--- src/rtl/brick_field_if.sv ---
// Bus between the breakout graphics top (master) and the brick wall engine (slave).
// BL_W must equal $clog2(ROWS*COLS+1) of the attached brick_field.
interface brick_field_if #(
  parameter int BL_W = 6
);
  logic            restart;
  logic            ball_tick;
  logic [9:0]      ball_x;
  logic [9:0]      ball_y;
  logic [9:0]      pix_x;
  logic [9:0]      pix_y;
  logic            busy;
  logic            done;
  logic            hit;
  logic            bounce_x;
  logic            bounce_y;
  logic            destroyed;
  logic [15:0]     score;
  logic [BL_W-1:0] bricks_left;
  logic            clear;
  logic            brick_on;
  logic [11:0]     brick_rgb;

  modport master (
    output restart, ball_tick, ball_x, ball_y, pix_x, pix_y,
    input  busy, done, hit, bounce_x, bounce_y, destroyed, score, bricks_left,
           clear, brick_on, brick_rgb
  );

  modport slave (
    input  restart, ball_tick, ball_x, ball_y, pix_x, pix_y,
    output busy, done, hit, bounce_x, bounce_y, destroyed, score, bricks_left,
           clear, brick_on, brick_rgb
  );
endinterface

--- src/rtl/brick_field.sv ---
// Breakout brick wall: multi-hit brick grid, sequential one-brick-per-cycle
// ball collision scan, score / bricks-left bookkeeping and brick pixel render.
module brick_field #(
  parameter int COLS      = 8,
  parameter int ROWS      = 6,
  parameter int ORIGIN_X  = 40,
  parameter int ORIGIN_Y  = 30,
  parameter int BRICK_W   = 35,
  parameter int BRICK_H   = 20,
  parameter int MAX_HP    = 3,
  parameter int BALL_SIZE = 8
) (
  input logic         clk,
  input logic         reset,
  brick_field_if.slave bus
);
  localparam int N     = ROWS * COLS;
  localparam int IDX_W = (N > 1) ? $clog2(N) : 1;
  localparam int NP    = 1 << IDX_W;
  localparam int BL_W  = $clog2(N + 1);
  localparam logic [IDX_W-1:0] LAST   = IDX_W'(N - 1);
  localparam logic [IDX_W-1:0] PENULT = IDX_W'(N - 2);

  typedef enum logic [1:0] {IDLE, SCAN, HIT} state_t;

  function automatic logic [1:0] init_hp(input int k);
    if (k >= N) return 2'd0;
    return 2'(MAX_HP - ((k / COLS) * MAX_HP) / ROWS);
  endfunction

  state_t            state_q, state_d;
  logic [IDX_W-1:0]  idx_q, idx_d;
  logic [10:0]       bxl_q, bxl_d, bxr_q, bxr_d, byt_q, byt_d, byb_q, byb_d;
  logic              busy_q, busy_d;
  logic              done_q, done_d;
  logic              hit_q, hit_d;
  logic              bounce_x_q, bounce_x_d;
  logic              bounce_y_q, bounce_y_d;
  logic              destroyed_q, destroyed_d;
  logic              clear_q, clear_d;
  logic [15:0]       score_q, score_d;
  logic [BL_W-1:0]   left_q, left_d;
  logic [1:0]        hp_q [NP];
  logic [1:0]        hp_d [NP];
  logic              brick_on_q, brick_on_d;
  logic [11:0]       rgb_q, rgb_d;

  logic [10:0]       ball_l, ball_r, ball_t, ball_b;
  logic [10:0]       px, py;
  logic [NP-1:0]     overlap;
  logic [NP-1:0]     side;
  logic [1:0]        cell_hp [NP];
  logic [1:0]        hp_pix;
  logic [16:0]       score_inc;
  logic              take_tick;

  assign ball_l = {1'b0, bus.ball_x};
  assign ball_t = {1'b0, bus.ball_y};
  assign ball_r = ball_l + 11'(BALL_SIZE - 1);
  assign ball_b = ball_t + 11'(BALL_SIZE - 1);
  assign px     = {1'b0, bus.pix_x};
  assign py     = {1'b0, bus.pix_y};

  // Per-cell comparators; indices past N are padding so idx_q can address any bit.
  for (genvar gi = 0; gi < NP; gi++) begin : g_cell
    if (gi < N) begin : g_live
      localparam logic [10:0] LEFT   = 11'(ORIGIN_X + (gi % COLS) * BRICK_W);
      localparam logic [10:0] RIGHT  = 11'(ORIGIN_X + (gi % COLS) * BRICK_W + BRICK_W - 1);
      localparam logic [10:0] TOP    = 11'(ORIGIN_Y + (gi / COLS) * BRICK_H);
      localparam logic [10:0] BOTTOM = 11'(ORIGIN_Y + (gi / COLS) * BRICK_H + BRICK_H - 1);
      assign overlap[gi] = (hp_q[gi] != 2'd0) && (LEFT <= bxr_q) && (bxl_q <= RIGHT)
                           && (TOP <= byb_q) && (byt_q <= BOTTOM);
      assign side[gi]    = ((bxl_q < LEFT) || (bxr_q > RIGHT))
                           && (byt_q >= TOP) && (byb_q <= BOTTOM);
      assign cell_hp[gi] = ((px >= LEFT) && (px < RIGHT) && (py >= TOP) && (py < BOTTOM))
                           ? hp_q[gi] : 2'd0;
    end else begin : g_pad
      assign overlap[gi] = 1'b0;
      assign side[gi]    = 1'b0;
      assign cell_hp[gi] = 2'd0;
    end
  end

  always_comb begin
    state_d     = state_q;
    idx_d       = idx_q;
    bxl_d       = bxl_q;
    bxr_d       = bxr_q;
    byt_d       = byt_q;
    byb_d       = byb_q;
    busy_d      = busy_q;
    done_d      = 1'b0;
    hit_d       = 1'b0;
    bounce_x_d  = 1'b0;
    bounce_y_d  = 1'b0;
    destroyed_d = 1'b0;
    clear_d     = 1'b0;
    score_d     = score_q;
    left_d      = left_q;
    hp_d        = hp_q;
    take_tick   = 1'b0;
    score_inc   = {1'b0, score_q} + (destroyed_q ? 17'd5 : 17'd1);

    if (bus.restart) begin
      state_d = IDLE;
      busy_d  = 1'b0;
      score_d = 16'd0;
      left_d  = BL_W'(N);
      for (int k = 0; k < NP; k++) hp_d[k] = init_hp(k);
    end else begin
      unique case (state_q)
        IDLE: take_tick = bus.ball_tick;
        SCAN: begin
          if (overlap[idx_q]) begin
            state_d     = HIT;
            busy_d      = 1'b0;
            done_d      = 1'b1;
            hit_d       = 1'b1;
            bounce_x_d  = side[idx_q];
            bounce_y_d  = !side[idx_q];
            destroyed_d = (hp_q[idx_q] == 2'd1);
            clear_d     = (hp_q[idx_q] == 2'd1) && (left_q == BL_W'(1));
          // Looking one brick ahead lets a full miss report done in the cycle
          // that compares the last brick.
          end else if ((idx_q == LAST) || ((idx_q == PENULT) && !overlap[N-1])) begin
            state_d = IDLE;
            busy_d  = 1'b0;
            done_d  = 1'b1;
          end else begin
            idx_d = idx_q + 1'b1;
          end
        end
        HIT: begin
          hp_d[idx_q] = hp_q[idx_q] - 2'd1;
          score_d     = score_inc[16] ? 16'hFFFF : score_inc[15:0];
          if (destroyed_q) left_d = left_q - 1'b1;
          state_d   = IDLE;
          take_tick = bus.ball_tick;
        end
        default: state_d = IDLE;
      endcase

      if (take_tick) begin
        bxl_d   = ball_l;
        bxr_d   = ball_r;
        byt_d   = ball_t;
        byb_d   = ball_b;
        idx_d   = '0;
        state_d = SCAN;
        busy_d  = 1'b1;
      end
    end
  end

  always_comb begin
    hp_pix = 2'd0;
    for (int k = 0; k < NP; k++) hp_pix = hp_pix | cell_hp[k];
    brick_on_d = (hp_pix != 2'd0);
    unique case (hp_pix)
      2'd3:    rgb_d = 12'hf00;
      2'd2:    rgb_d = 12'hf80;
      2'd1:    rgb_d = 12'h0f0;
      default: rgb_d = 12'h000;
    endcase
  end

  always_ff @(posedge clk or posedge reset) begin
    if (reset) begin
      state_q     <= IDLE;
      idx_q       <= '0;
      bxl_q       <= '0;
      bxr_q       <= '0;
      byt_q       <= '0;
      byb_q       <= '0;
      busy_q      <= 1'b0;
      done_q      <= 1'b0;
      hit_q       <= 1'b0;
      bounce_x_q  <= 1'b0;
      bounce_y_q  <= 1'b0;
      destroyed_q <= 1'b0;
      clear_q     <= 1'b0;
      score_q     <= 16'd0;
      left_q      <= BL_W'(N);
      for (int k = 0; k < NP; k++) hp_q[k] <= init_hp(k);
      brick_on_q  <= 1'b0;
      rgb_q       <= 12'h000;
    end else begin
      state_q     <= state_d;
      idx_q       <= idx_d;
      bxl_q       <= bxl_d;
      bxr_q       <= bxr_d;
      byt_q       <= byt_d;
      byb_q       <= byb_d;
      busy_q      <= busy_d;
      done_q      <= done_d;
      hit_q       <= hit_d;
      bounce_x_q  <= bounce_x_d;
      bounce_y_q  <= bounce_y_d;
      destroyed_q <= destroyed_d;
      clear_q     <= clear_d;
      score_q     <= score_d;
      left_q      <= left_d;
      hp_q        <= hp_d;
      brick_on_q  <= brick_on_d;
      rgb_q       <= rgb_d;
    end
  end

  assign bus.busy        = busy_q;
  assign bus.done        = done_q;
  assign bus.hit         = hit_q;
  assign bus.bounce_x    = bounce_x_q;
  assign bus.bounce_y    = bounce_y_q;
  assign bus.destroyed   = destroyed_q;
  assign bus.clear       = clear_q;
  assign bus.score       = score_q;
  assign bus.bricks_left = left_q;
  assign bus.brick_on    = brick_on_q;
  assign bus.brick_rgb   = rgb_q;
endmodule

--- src/flat_wrapper.sv ---
// flat-port wrapper written by rule: the top's interface ports become plain ports
module brick_field_flat 
#(
  parameter int COLS      = 8,
  parameter int ROWS      = 6,
  parameter int ORIGIN_X  = 40,
  parameter int ORIGIN_Y  = 30,
  parameter int BRICK_W   = 35,
  parameter int BRICK_H   = 20,
  parameter int MAX_HP    = 3,
  parameter int BALL_SIZE = 8
)
  (clk, reset, bus_restart, bus_ball_tick, bus_ball_x, bus_ball_y, bus_pix_x, bus_pix_y, bus_busy, bus_done, bus_hit, bus_bounce_x, bus_bounce_y, bus_destroyed, bus_score, bus_bricks_left, bus_clear, bus_brick_on, bus_brick_rgb);
  brick_field_if #(.BL_W(6)) bus_i ();
  input logic clk;
  input logic reset;
  input wire logic [$bits(bus_i.restart)-1:0] bus_restart;
  input wire logic [$bits(bus_i.ball_tick)-1:0] bus_ball_tick;
  input wire logic [$bits(bus_i.ball_x)-1:0] bus_ball_x;
  input wire logic [$bits(bus_i.ball_y)-1:0] bus_ball_y;
  input wire logic [$bits(bus_i.pix_x)-1:0] bus_pix_x;
  input wire logic [$bits(bus_i.pix_y)-1:0] bus_pix_y;
  output wire logic [$bits(bus_i.busy)-1:0] bus_busy;
  output wire logic [$bits(bus_i.done)-1:0] bus_done;
  output wire logic [$bits(bus_i.hit)-1:0] bus_hit;
  output wire logic [$bits(bus_i.bounce_x)-1:0] bus_bounce_x;
  output wire logic [$bits(bus_i.bounce_y)-1:0] bus_bounce_y;
  output wire logic [$bits(bus_i.destroyed)-1:0] bus_destroyed;
  output wire logic [$bits(bus_i.score)-1:0] bus_score;
  output wire logic [$bits(bus_i.bricks_left)-1:0] bus_bricks_left;
  output wire logic [$bits(bus_i.clear)-1:0] bus_clear;
  output wire logic [$bits(bus_i.brick_on)-1:0] bus_brick_on;
  output wire logic [$bits(bus_i.brick_rgb)-1:0] bus_brick_rgb;
  assign bus_i.restart = bus_restart;
  assign bus_i.ball_tick = bus_ball_tick;
  assign bus_i.ball_x = bus_ball_x;
  assign bus_i.ball_y = bus_ball_y;
  assign bus_i.pix_x = bus_pix_x;
  assign bus_i.pix_y = bus_pix_y;
  assign bus_busy = bus_i.busy;
  assign bus_done = bus_i.done;
  assign bus_hit = bus_i.hit;
  assign bus_bounce_x = bus_i.bounce_x;
  assign bus_bounce_y = bus_i.bounce_y;
  assign bus_destroyed = bus_i.destroyed;
  assign bus_score = bus_i.score;
  assign bus_bricks_left = bus_i.bricks_left;
  assign bus_clear = bus_i.clear;
  assign bus_brick_on = bus_i.brick_on;
  assign bus_brick_rgb = bus_i.brick_rgb;
  brick_field #(.COLS(COLS), .ROWS(ROWS), .ORIGIN_X(ORIGIN_X), .ORIGIN_Y(ORIGIN_Y), .BRICK_W(BRICK_W), .BRICK_H(BRICK_H), .MAX_HP(MAX_HP), .BALL_SIZE(BALL_SIZE)) u_core (.clk(clk), .reset(reset), .bus(bus_i));
endmodule
--- config.mk ---
export PLATFORM = sky130hd
export DESIGN_NAME = brick_field_flat
export DESIGN_NICKNAME = d
export VERILOG_FILES = /design/src/rtl/brick_field_if.sv /design/src/rtl/brick_field.sv /design/src/flat_wrapper.sv
export SDC_FILE = /design/constraint.sdc
export NUM_CORES = 1
export LEC_CHECK = 0
export CORE_ASPECT_RATIO = 0.9
export CORE_UTILIZATION = 56
export CTS_BUF_LIST = sky130_fd_sc_hd__clkbuf_16
export DETAILED_ROUTE_END_ITERATION = 10
export PLACE_DENSITY_LB_ADDON = 0.15
export SYNTH_ARGS = -nofsm -noshare
export SYNTH_HDL_FRONTEND = slang
export SYNTH_SLANG_ARGS = --single-unit
--- constraint.sdc ---
create_clock -name clk -period 8.9 [get_ports clk]
set_input_delay 2.225 -clock clk [delete_from_list [all_inputs] [get_ports clk]]
set_output_delay 2.225 -clock clk [all_outputs]
set_load 0.05 [all_outputs]
# After elaboration in Yosys (flattened, before gate mapping)

Cells that the tools add are included.
Widths: inputs -> output; s select.

Word-level logic and storage cells: 806
ROM bits: 0
Register bits: 220
Bits in latches: 0
Input bits: 44
Memories: 0
Output and inout bits: 42
RAM bits: 0

Multiplexer cells: 103
Shifts and indexed selects: 0
Bitwise gates (word level): 49
Reductions and logical operators: 467
Multipliers: 0
Divide/modulo/power cells: 0
Equal/unequal tests: 13
$lt $le $gt $ge: 87
Add/sub/neg operators: 6

Operators by type and width:

| cell                  | number |
|---|---|
| $logic_and 1x1->1     | 395 |
| $mux 128              | 2 |
| $bwmux 128            | 1 |
| $mux 2                | 55 |
| $reduce_bool 2->1     | 52 |
| $lt 10x8->1 const B   | 10 |
| $or 2x2->2            | 47 |
| $ge 10x7->1 const B   | 8 |
| $lt 10x7->1 const B   | 7 |
| $ge 10x8->1 const B   | 6 |
| $le 10x8->1 const B   | 6 |
| $le 7x11->1 const A   | 5 |
| $le 8x11->1 const A   | 5 |
| $le 10x7->1 const B   | 5 |
| $mux 16               | 3 |
| $gt 11x8->1 const B   | 4 |
| $mux 6                | 7 |
| $pmux 12 s3           | 1 |
| $le 11x7->1 const B   | 3 |
| $ge 10x6->1 const B   | 3 |
| $lt 10x9->1 const B   | 3 |
| $mux 1                | 28 |
| $add 10x3->11 const B | 2 |
| $gt 11x7->1 const B   | 2 |
| other kinds (40)      | 65 |

# Logic depth before layout (Yosys ltp)

Depth in word-level cells: 54
Depth in mapped cells: 16

# Least setup slack after synthesis

No wires, ideal clock.

Path type: in2reg
Start: input port bus_pix_x[2]
End: register u_core.rgb_q[10], in the netlist u_core.bus.brick_rgb[10]
Slack: 3917 ps
Data required time: 8773 ps
Path buffers: 1
Arrival time: 4855 ps
Stages on the path: 10
Setup time: 127 ps
Path through: clkbuf_1 and2_1 a2111oi_0 nor3_1 a222oi_1 nand3_1 a221o_1 or3_1 ha_1 or2_2

Word-level cells in the longest chain between the ends: 54

Ends and longest elaborated chain:

| item                                            | RTL line           | source |
|---|---|---|
| from (decl)                                     | flat_wrapper.sv:21 | `input wire logic [$bits(bus_i.pix_x)-1:0] bus_pix_x;` |
| $ge 10x6->1 (tied with other cells)             | brick_field.sv:75  | `assign cell_hp[gi] = ((px >= LEFT) && (px < RIGHT) && (py >= TOP) && (py < BOTTOM))` |
| $logic_and 1x1->1 (3 in a row)                  | brick_field.sv:75  |  |
| $mux 2                                          | brick_field.sv:76  | `? hp_q[gi] : 2'd0;` |
| $or 2x2->2 (46 in a row)                        | brick_field.sv:157 | `for (int k = 0; k < NP; k++) hp_pix = hp_pix \| cell_hp[k];` |
| $or 2x2->2 *                                    | brick_field.sv:157 |  |
| $eq 2x1->1 / $eq 2x2->1 (equally long branches) | brick_field.sv:159 | `unique case (hp_pix)` |
| $pmux 12 s3 *                                   | brick_field.sv:159 |  |
| named net u_core.rgb_d[10]                      | brick_field.sv:46  | `logic [11:0] rgb_q, rgb_d;` |
| to (signal assigned)                            | brick_field.sv:205 | `rgb_q <= rgb_d;` |
| to (decl)                                       | brick_field.sv:46  |  |

Mark *: on every way through the listed nets, which the timed path passes. The rest lies on a longest branch.
A chain may end at the register's enable or synchronous reset.

# Worst setup path after layout

Same ends and word-level chain as after synthesis.

==> summary.txt <==
Run status
  • Status: finished, final reports clean

Cells and area
  • Final instance area: 14800 um2
  • # diodes: 0
  • Area grow syn2layout: 12.2%
  • Reg area: 5320 um2
  • Layout cells sized above 1: 0.111
  • Multi-input logic area: 7320 um2
  • Final core utilization: 0.649
  • Fin nets: 1669
  • # fillers: 1996

Synth
  • Post-synth top area cell: dfrtp_1
  • Avg Inst Size Synth: 8.20 um2
  • Yosys reg bits: 209
  • Synth cell types: 78
  • EDFF count, synth: 0
  • Main synth FF type: dfrtp_1
  • Post-synth ARST share: 1.00
  • Sequential share of the synthesized area: 0.402
  • Cell area after synthesis: 13200 um2
  • Gate Count Post-Synth: 1611
  • Yosys top cell area share: 0.271
  • Yosys warns: 0
  • Largest cells by area after synthesis: dfrtp_1 27%, dfstp_2 13%, nand2_1 9.0%

Setup path
  • Levels on crit path: 12
  • Buf/Inv on CP: 1
  • Setup CP Type: in -> reg
  • CP endpoint kind: flop
  • CP cell instances: clkdlybuf4s50_1 > and2_1 > a2111oi_0 > a22oi_1 > nor2_1 > a222oi_1 > nand2b_1 > o211ai_1 > a21oi_1 > and3_1 > ha_1 > or2_2
  • CP arrival: 6000 ps
  • Reg2reg start: u_core.idx_q[2]$_DFFE_PP0P_
  • Worst reg2reg endpoint: u_core.hp_q[61]$_DFFE_PP0P_
  • Critical Path Fanout Max: 11
  • Worst path slowest cell: nor2_1
  • Critical path's top delay family: simple AND/OR/NAND/NOR gates
  • R2R setup slack: 3960 ps
  • Worst reg-to-reg path cell count: 13
  • Setup crit start kind: input pin
  • Worst EP required: 9310 ps
  • Max stage delay on crit path: 790 ps

Timing
  • Achievable clock frequency: 179 MHz
  • Final worst slack: 3310 ps
  • Skew final: 11.2 ps
  • Tcrit/Tclk final: 0.628
  • Setup Viol. Count Final: 0
  • Worst-Margin Slew: 1380 ps
  • Setup tns final: 0 ps
  • Final Critical Period: 5590 ps
  • Max-Slew Margin vs Limit: 0.0735
  • Max-slew violations: 0
  • Final Hold Viols: 0
  • RSZ-0062 raised after global routing: no
  • Fin Hold WS: 512 ps

Global routing
  • Global route overflow: 0
  • First-pass GRT wire length: 69700 um
  • Total global-route track usage: 0.371
  • Vias in the first global route: 12060
  • Antenna violations before repair: 0
  • Largest net degree at the start of global routing: 130

Detailed routing
  • WL/cell: 23.0 um
  • Vias per Instance: 6.86
  • Total Wirelength: 44300 um
  • Vias: 13212
  • Antenna viol nets, final: 0
  • Pre-antenna DRT Iters: 9
  • Iter 0 DRT Violations: 2199
  • Drt drc: 0

Pwr
  • Sequential share of power: 0.380
  • Switching share of total power: 0.388
  • Psw: 1130 uW
  • Worst vdd ir: 173 uV
  • Clock power share: 0.328
  • Cell Int Power: 1790 uW
  • Leak Pwr: 0.00579 uW
  • PD cells: 197 nW/um2
  • Gate power share: 0.292

Floorplan
  • Starting density of the core: 0.579
  • Ports: 86
  • Die height: 148 um
  • Die Width: 164 um
  • Core area: 22800 um2
  • Die area: 24200 um2
  • Row count: 52

Clock network
  • Clk pin slew, worst setup/hold paths: 60 ps
  • Setup Fix Bufs, Post-CTS: 0
  • Clk Latency, worst-skew pair: 540 ps
  • CTS buffer count: 23
  • Root Buffer: clkbuf_16
  • CTS tree: done
  • H-tree levels: 1
  • Longest Clk Path Bufs: 3
  • CTS sink count: 209
  • Cts repair resizes: 0
  • Post-CTS Hold Buffers: 0

Run
  • Max-cap viol count: 0

Place
  • Placed Area: 14100 um2
  • Dpl ws: 2930 ps
  • IO buf count: 81
  • Placer congestion estimate: 1.03
  • DP HPWL: 29600 um

Min path
  • Hold depth: 2
  • Min-Delay Endpoint: u_core.hp_q[101]$_DFFE_PP1P_
  • Hold WC Path Type: reg -> reg
  • Hold Crit Start: u_core.hp_q[101]$_DFFE_PP1P_
area by class of cell:
cell class,count,area share
Multi-Input combinational cell,1250,0.494
Sequential cell,209,0.359
Timing Repair Buffer,103,0.0655
Clock buffer,23,0.0388
Tap cell,297,0.0251
Clock inverter,19,0.0114
Inverter,25,0.00683
state kept, by name, summed over array words and instances (netlist names):
register,cells
u_core.bus.brick_rgb,3
u_core.state_q,2
u_core.hp_q,128
u_core.bxr_q,11
u_core.bus.destroyed,1
u_core.bus.bounce_x,1
u_core.bus.bounce_y,1
u_core.bus.done,1
u_core.bus.clear,1
u_core.bus.hit,1
u_core.bus.score,16
u_core.bus.bricks_left,6
u_core.bus.brick_on,1
u_core.bxl_q,10
u_core.byb_q,10
u_core.idx_q,6
u_core.byt_q,9
u_core.bus.busy,1
logic make-up after synthesis:
group / Yosys count / share of synthesized area
AOI/OAI and AO/OA: 427 / 0.217
xor gates and xnor gates: 19 / 0.0126
adders and majority gates: 13 / 0.0123
buffers and inverters: 155 / 0.0495
DFF: 209 / 0.402
muxes: 47 / 0.0510
other: 1 / 0.000284
and+or+nand+nor: 740 / 0.256
power groups by stage:
stage | registers (uW) | logic, uW | clock network (uW)
final | 1110 | 853 | 959
after global routing | 1120 | 905 | 1010
after CTS | 1110 | 825 | 970
after detailed placement | 1120 | 822 | 0
after global placement | 1120 | 814 | 0
after floorplan | 1060 | 614 | 0
Yosys cell counts, drive strengths merged, types with 4 or more instances:
cell / count
o311ai: 10
nand3: 136
a222oi: 21
and3: 5
ha: 13
mux2i: 28
or3: 11
dfrtp: 143
a311oi: 4
nor2b: 10
a21oi: 111
xor2: 11
nor3: 27
nand2: 317
a32oi: 7
nand2b: 13
o21ai: 99
dfstp: 66
a22oi: 8
a31o: 4
a31oi: 23
nand4b: 4
a41oi: 6
a211oi: 8
o21a: 5
or4: 7
a22o: 11
nor4: 17
buf: 37
o2111ai: 8
a221oi: 7
nor4b: 5
and2: 9
inv: 25
o221ai: 18
o31ai: 8
clkbuf: 93
o211ai: 36
nor2: 140
xnor2: 8
or2: 4
mux4: 16
nand4: 26
o22ai: 8
o31a: 4
placed cells by master (no fill, tap or decap), types with 11 or more instances in the layout:
cell             instances
inv_1                   23
ha_1                    12
a31oi_1                 22
clkbuf_16               23
mux2i_1                 28
nand2_1                316
nand2b_1                13
dfrtp_1                140
nand4_1                 26
mux4_2                  16
nor3_1                  24
nand3_1                133
o221ai_1                18
buf_4                   22
a21oi_1                110
xor2_1                  11
nor4_1                  15
nor2_1                 137
o211ai_1                35
clkdlybuf4s50_1         80
a222oi_1                21
o21ai_0                 99
dfstp_2                 66
a22o_1                  11
routing by layer:
metal,routed length (um),part of all wire,global-route usage
met5,45,0.0010,0.0145
met4,1890,0.043,0.134
met3,5450,0.12,0.0982
met2,18500,0.42,0.524
met1,18300,0.41,0.544
metrics by stage:
stage	total power, uW	instances
floorplan	1670	1614
finish	2920	1926
global route	3040	1926
CTS	2900	1926
detailed placement	1950	1884
global placement	1940	1884
how the worst max path moves through the flow:
stage,startpoint,endpoint,slack [ps]
after floorplan,reset,u_core.bus.bounce_x$_DFF_PP0_,1080
after global placement,bus_pix_x[2],u_core.bus.brick_rgb[10]$_DFF_PP0_,3040
after detailed placement,bus_pix_x[2],u_core.bus.brick_rgb[10]$_DFF_PP0_,2930
after CTS,bus_pix_x[2],u_core.bus.brick_rgb[10]$_DFF_PP0_,3500
after global routing,bus_pix_x[2],u_core.bus.brick_rgb[10]$_DFF_PP0_,3150
final,bus_pix_x[2],u_core.bus.brick_rgb[10]$_DFF_PP0_,3310
worst min-delay path, delay by kind of cell (launching register included):
family	cells	cell delay, ps
flops	1	380
simple gates	2	120
No activity file was read; power rests on OpenSTA's default activity.
